==> config.mk <==
export PLATFORM = sky130hd
export DESIGN_NAME = rot_arbiter
export DESIGN_NICKNAME = d
export VERILOG_FILES = /design/src/rtl/rot_arbiter.sv
export SDC_FILE = /design/constraint.sdc
export NUM_CORES = 1
export LEC_CHECK = 0
export BUFFER_PORTS_ARGS = -buffer_cell sky130_fd_sc_hd__buf_2
export CAP_MARGIN = 40
export CORE_ASPECT_RATIO = 1.1
export CORE_MARGIN = 3
export CORE_UTILIZATION = 30
export CTS_BUF_LIST = sky130_fd_sc_hd__clkbuf_8
export DETAILED_ROUTE_END_ITERATION = 6
export GPL_ROUTABILITY_DRIVEN = 0
export SLEW_MARGIN = 40
export SYNTH_ARGS = -nofsm -noshare
export SYNTH_HDL_FRONTEND = slang
export SYNTH_SLANG_ARGS = --single-unit
==> constraint.sdc <==
create_clock -name clk -period 2.2 [get_ports clk]
set_input_delay 0.22 -clock clk [delete_from_list [all_inputs] [get_ports clk]]
set_output_delay 0.22 -clock clk [all_outputs]
set_load 0.1 [all_outputs]
==> src/rtl/rot_arbiter.sv <==
// rot_arbiter: two requesters share one 16-bit rotate-left unit.
// Requests are arbitrated round-robin. The winner's operand is latched, the
// rotator is held busy for HOLD_CYCLES cycles, and the result is then
// presented with valid/ready backpressure.
//
// state | meaning
// IDLE  | no operation in flight; a pending request is granted combinationally
// BUSY  | operand latched, rotator held for HOLD_CYCLES cycles
// DONE  | result presented on res_*, waiting for res_ready
module rot_arbiter #(
    parameter int HOLD_CYCLES = 2
) (
    input  logic        clk,
    input  logic        rst,
    input  logic        req0,
    input  logic [15:0] data0,
    input  logic [3:0]  amt0,
    output logic        gnt0,
    input  logic        req1,
    input  logic [15:0] data1,
    input  logic [3:0]  amt1,
    output logic        gnt1,
    output logic        res_valid,
    output logic [15:0] res_data,
    output logic        res_id,
    input  logic        res_ready
);

    typedef enum logic [1:0] {
        IDLE = 2'd0,
        BUSY = 2'd1,
        DONE = 2'd2
    } state_t;

    localparam logic [3:0] HOLD_M1 = 4'(HOLD_CYCLES - 1);

    state_t      state;
    logic        ptr;
    logic [3:0]  cnt;
    logic [15:0] op_data;
    logic [3:0]  op_amt;
    logic        op_id;

    logic        grant_any;
    logic        grant_id;
    logic [31:0] rot_wide;
    logic [15:0] rot_result;

    // Arbitration: grant is decided in the IDLE cycle itself so that the
    // operand is captured on the same edge that ends the grant pulse.
    // A lone request wins outright; a tie goes to the requester named by ptr.
    always_comb begin
        grant_any = (state == IDLE) && !rst && (req0 || req1);
        if (req0 && req1) begin
            grant_id = ptr;
        end else begin
            grant_id = req1;
        end
    end

    assign gnt0 = grant_any && !grant_id;
    assign gnt1 = grant_any && grant_id;

    // Shared rotator fed only from the operand registers. Doubling the word
    // and keeping the upper half gives a rotate-left; amt=0 passes through.
    assign rot_wide   = {op_data, op_data} << op_amt;
    assign rot_result = rot_wide[31:16];

    // Sequencing FSM, operand capture, hold counter and result registers.
    always_ff @(posedge clk) begin
        if (rst) begin
            state     <= IDLE;
            ptr       <= 1'b0;
            cnt       <= 4'd0;
            op_data   <= 16'h0000;
            op_amt    <= 4'd0;
            op_id     <= 1'b0;
            res_valid <= 1'b0;
            res_data  <= 16'h0000;
            res_id    <= 1'b0;
        end else begin
            case (state)
                IDLE: begin
                    if (grant_any) begin
                        op_data <= grant_id ? data1 : data0;
                        op_amt  <= grant_id ? amt1 : amt0;
                        op_id   <= grant_id;
                        ptr     <= ~grant_id;
                        cnt     <= HOLD_M1;
                        state   <= BUSY;
                    end
                end
                BUSY: begin
                    if (cnt == 4'd0) begin
                        state     <= DONE;
                        res_valid <= 1'b1;
                        res_data  <= rot_result;
                        res_id    <= op_id;
                    end else begin
                        cnt <= cnt - 4'd1;
                    end
                end
                DONE: begin
                    if (res_ready) begin
                        state     <= IDLE;
                        res_valid <= 1'b0;
                    end
                end
                default: begin
                    state <= IDLE;
                end
            endcase
        end
    end

endmodule

==> impl_results.md <==
- Global-route wire length before repair: 11,590 um
- Synth Instances: 273
- Gate power share: 0.413
- Filler Cells Inserted: 911
- Antenna diodes: 0
- Wirelength per Cell: 16.42 um
- Vias in the first global route: 2,340
- DRT Wirelength: 7208 um
- Synth top area cells: dfxtp_1 (34%), mux4_2 (13%), a311oi_1 (6.8%)
- Final TNS setup: 0 ns
- Vias per cell: 5.624
- I/O pin total: 65
- Row count: 35
- Top FF cell, synth: dfxtp_1
- WP data arrival: 2.12 ns
- Sequential share of the synthesized area: 0.3411
- Async S/R FF share, synth: 0
- Slew margin rel.: 0.5163
- Clk sinks: 46
- Most frequent cells in the layout: buf_2 (62), dfxtp_1 (46), o21ai_0 (26), a21oi_1 (26), a311oi_1 (21)
- Initial antenna violation count: 0
- # nets final: 374
- Slew of the pin with the lowest slew margin: 0.7239 ns
- Pre-antenna DRT Iters: 4
- Die area: 10,180 um^2
- Run status: complete, no violations
- DP HPWL: 5337 um
- Synth warn: 0
- WS Path Type: reg2reg
- Cell Pwr Density: 823.5 nW/um^2
- Syn Area/Cell: 9.890 um^2
- Post-route minimum period: 1.896 ns
- Via count: 2,469
- Max_cap viols: 0
- Synth area leader: dfxtp_1
- Compound-Gate Fraction of Synth Area: 0.2878
- Die span in x: 96.46 um
- Period utilization: 0.8618
- Crit-path leading delay family: simple AND/OR/NAND/NOR gates
- Achievable clock frequency: 527.4 MHz
- Most common cell after layout, fill and taps aside: buf_2
- Dpl cells: 431
- Layout cells sized above 1: 0.3293
- Crit end category: register
- Clock Power Share: 0.199
- Simple-Gate Fraction of Synth Area: 0.1084
- Clock Root Buffer: clkbuf_8
- Post-synth net total: 320
- Final Util: 0.3812
- Total Routing Usage GR: 0.1421
- Synth-to-Final Area Change: 21.18%
- Worst-Skew Late Latency: 0.30 ns
- Multiplexer share of the synthesized area: 0.1928
- EDFF count, synth: 0
- Starting density of the core: 0.3146
- Final Setup Violations: 0
- Hold_buf cts: 0
- Clk slew on worst S/H paths: 0.10 ns
- Synth top area share: 0.3411
- Worst vdd ir: 329.3 uV
- Core area: 8583 um^2
- RSZ-0062 raised after global routing: false
- Crit path cell chain: inv_1 -> ha_1 -> or3b_1 -> or4_4 -> o221ai_1
- Die Y: 105.5 um
- Yosys reg bits: 46
- Post-CTS Setup Bufs: 0
- Buf/Inv on CP: 1
- Critical path launch point type: register
- PortBufs: 64
- DRC marker count from the first detailed-route iteration: 72
- Final antenna-violating net count: 0
- Cell internal pwr: 0.001575 W
- Net Sw Power: 0.001120 W
- Cts bufs inserted: 5
- Slowest CP cell: or4_4
- Non-Filler Instances: 439
- Final hold vios: 0
- Resize count post-CTS: 0
- Flop pwr share: 0.388
- CTS tree: yes
- DRC: 0
- Distinct cells, synth: 34
- CP peak stage delay: 0.62 ns
- Worst Skew: 0.01138 ns
- Crit path required time: 2.43 ns
- Max clock buf depth: 2
- Adder-Cell Fraction of Synth Area: 0.009268
- CTS H-Tree Depth: 2
- Sw Ratio: 0.4156
- Crit-path max FO: 16
- Leakage power: 1.211 nW
- Grt ovf: 0
- Max Slew Vio Count: 0
- Post-Synth XOR/XNOR Area: 0
- Worst hold-check path type: in2reg
- Largest net degree at the start of global routing: 34
- Main combinational cell family by area after synthesis: compound AO/OA/AOI/OAI gates
- Synth Cell Area: 2700 um^2
-- worst min-delay path: stages --
cell and delay, ns:
buf_2 0.09, o21ai_0 0.06, a311oi_1 0.08
-- cells in the mapped netlist, types with 3 or more instances --
cell type / count
dfxtp_1: 46
a21oi_1: 26
o21ai_0: 26
clkbuf_1: 22
a311oi_1: 21
nand3b_1: 20
mux2i_1: 16
mux4_2: 16
o211ai_1: 16
o221ai_1: 15
inv_1: 6
nor2_1: 6
buf_2: 5
buf_1: 3
or3_1: 3
-- routing by layer --
metal / share of wire / vias up / GRT usage
li1: - / 1213 / -
met2: 0.47 / 69 / 0.2273
met4: 0.0055 / 0 / 0.03307
met1: 0.47 / 1185 / 0.1980
met5: 0 / - / 0
met3: 0.051 / 2 / 0.02498
-- registers in the layout, indices dropped and copies added (netlist names) --
| register | flops |
|---|---|
| cnt | 4 |
| op_amt | 4 |
| res_valid | 1 |
| res_id | 1 |
| op_data | 16 |
| res_data | 16 |
| state | 2 |
| ptr | 1 |
| op_id | 1 |
-- power groups by stage --
stage	clock network, W	registers, W	logic [W]
2_1_floorplan	0	0.00124	0.000663
3_3_place_gp	0	0.00106	0.00109
3_5_place_dp	0	0.00106	0.00111
4_1_cts	0.000552	0.00105	0.00111
5_1_grt	0.000588	0.00106	0.00120
6_report	0.000536	0.00105	0.00111
-- path summary, 6_finish.rpt --
path	from	end	slack (ns)	cells past startpoint
max	cnt[0]	res_data[8]	0.30	5
max reg2reg	cnt[0]	res_data[8]	0.30	5
min reg2reg	res_id	res_id	0.48	2
min	data0[8]	op_data[8]	0.20	3
-- per-stage QoR --
| stage | worst slack, ns | hold WS [ns] | total power [W] | area, um^2 |
|---|---|---|---|---|
| 2_1_floorplan | 0.1332 | 0.4033 | 0.001903 | 2715 |
| 3_3_place_gp | 0.3887 | 0.4691 | 0.002154 | 3178 |
| 3_5_place_dp | 0.3290 | 0.4696 | 0.002173 | 3178 |
| 4_1_cts | 0.2933 | 0.1892 | 0.002710 | 3272 |
| 5_1_grt | 0.1248 | 0.1965 | 0.002852 | 3272 |
| 6_report | 0.3040 | 0.1971 | 0.002694 | 3272 |
-- cells by family (layout without fill, tap and decap cells) --
kind of cell	Yosys count	count (layout)
AND/OR/NAND/NOR	43	43
multiplexers	32	32
adder cells (fa/ha/maj)	2	2
AO/OA/AOI/OAI	112	112
buffers and inverters	38	93
flip-flops	46	46
-- final cells by class --
type / instances / area [um^2] / area share
clock inverter: 3 / 25.02 / 0.007648
tap: 111 / 138.9 / 0.04245
inverter: 6 / 22.52 / 0.006883
clock buffer: 5 / 68.82 / 0.02103
sequential: 46 / 920.9 / 0.2815
timing repair buffer: 79 / 462.9 / 0.1415
multi-input combinational: 189 / 1633 / 0.4990
Note: power is estimated with default switching activity, not from simulation.
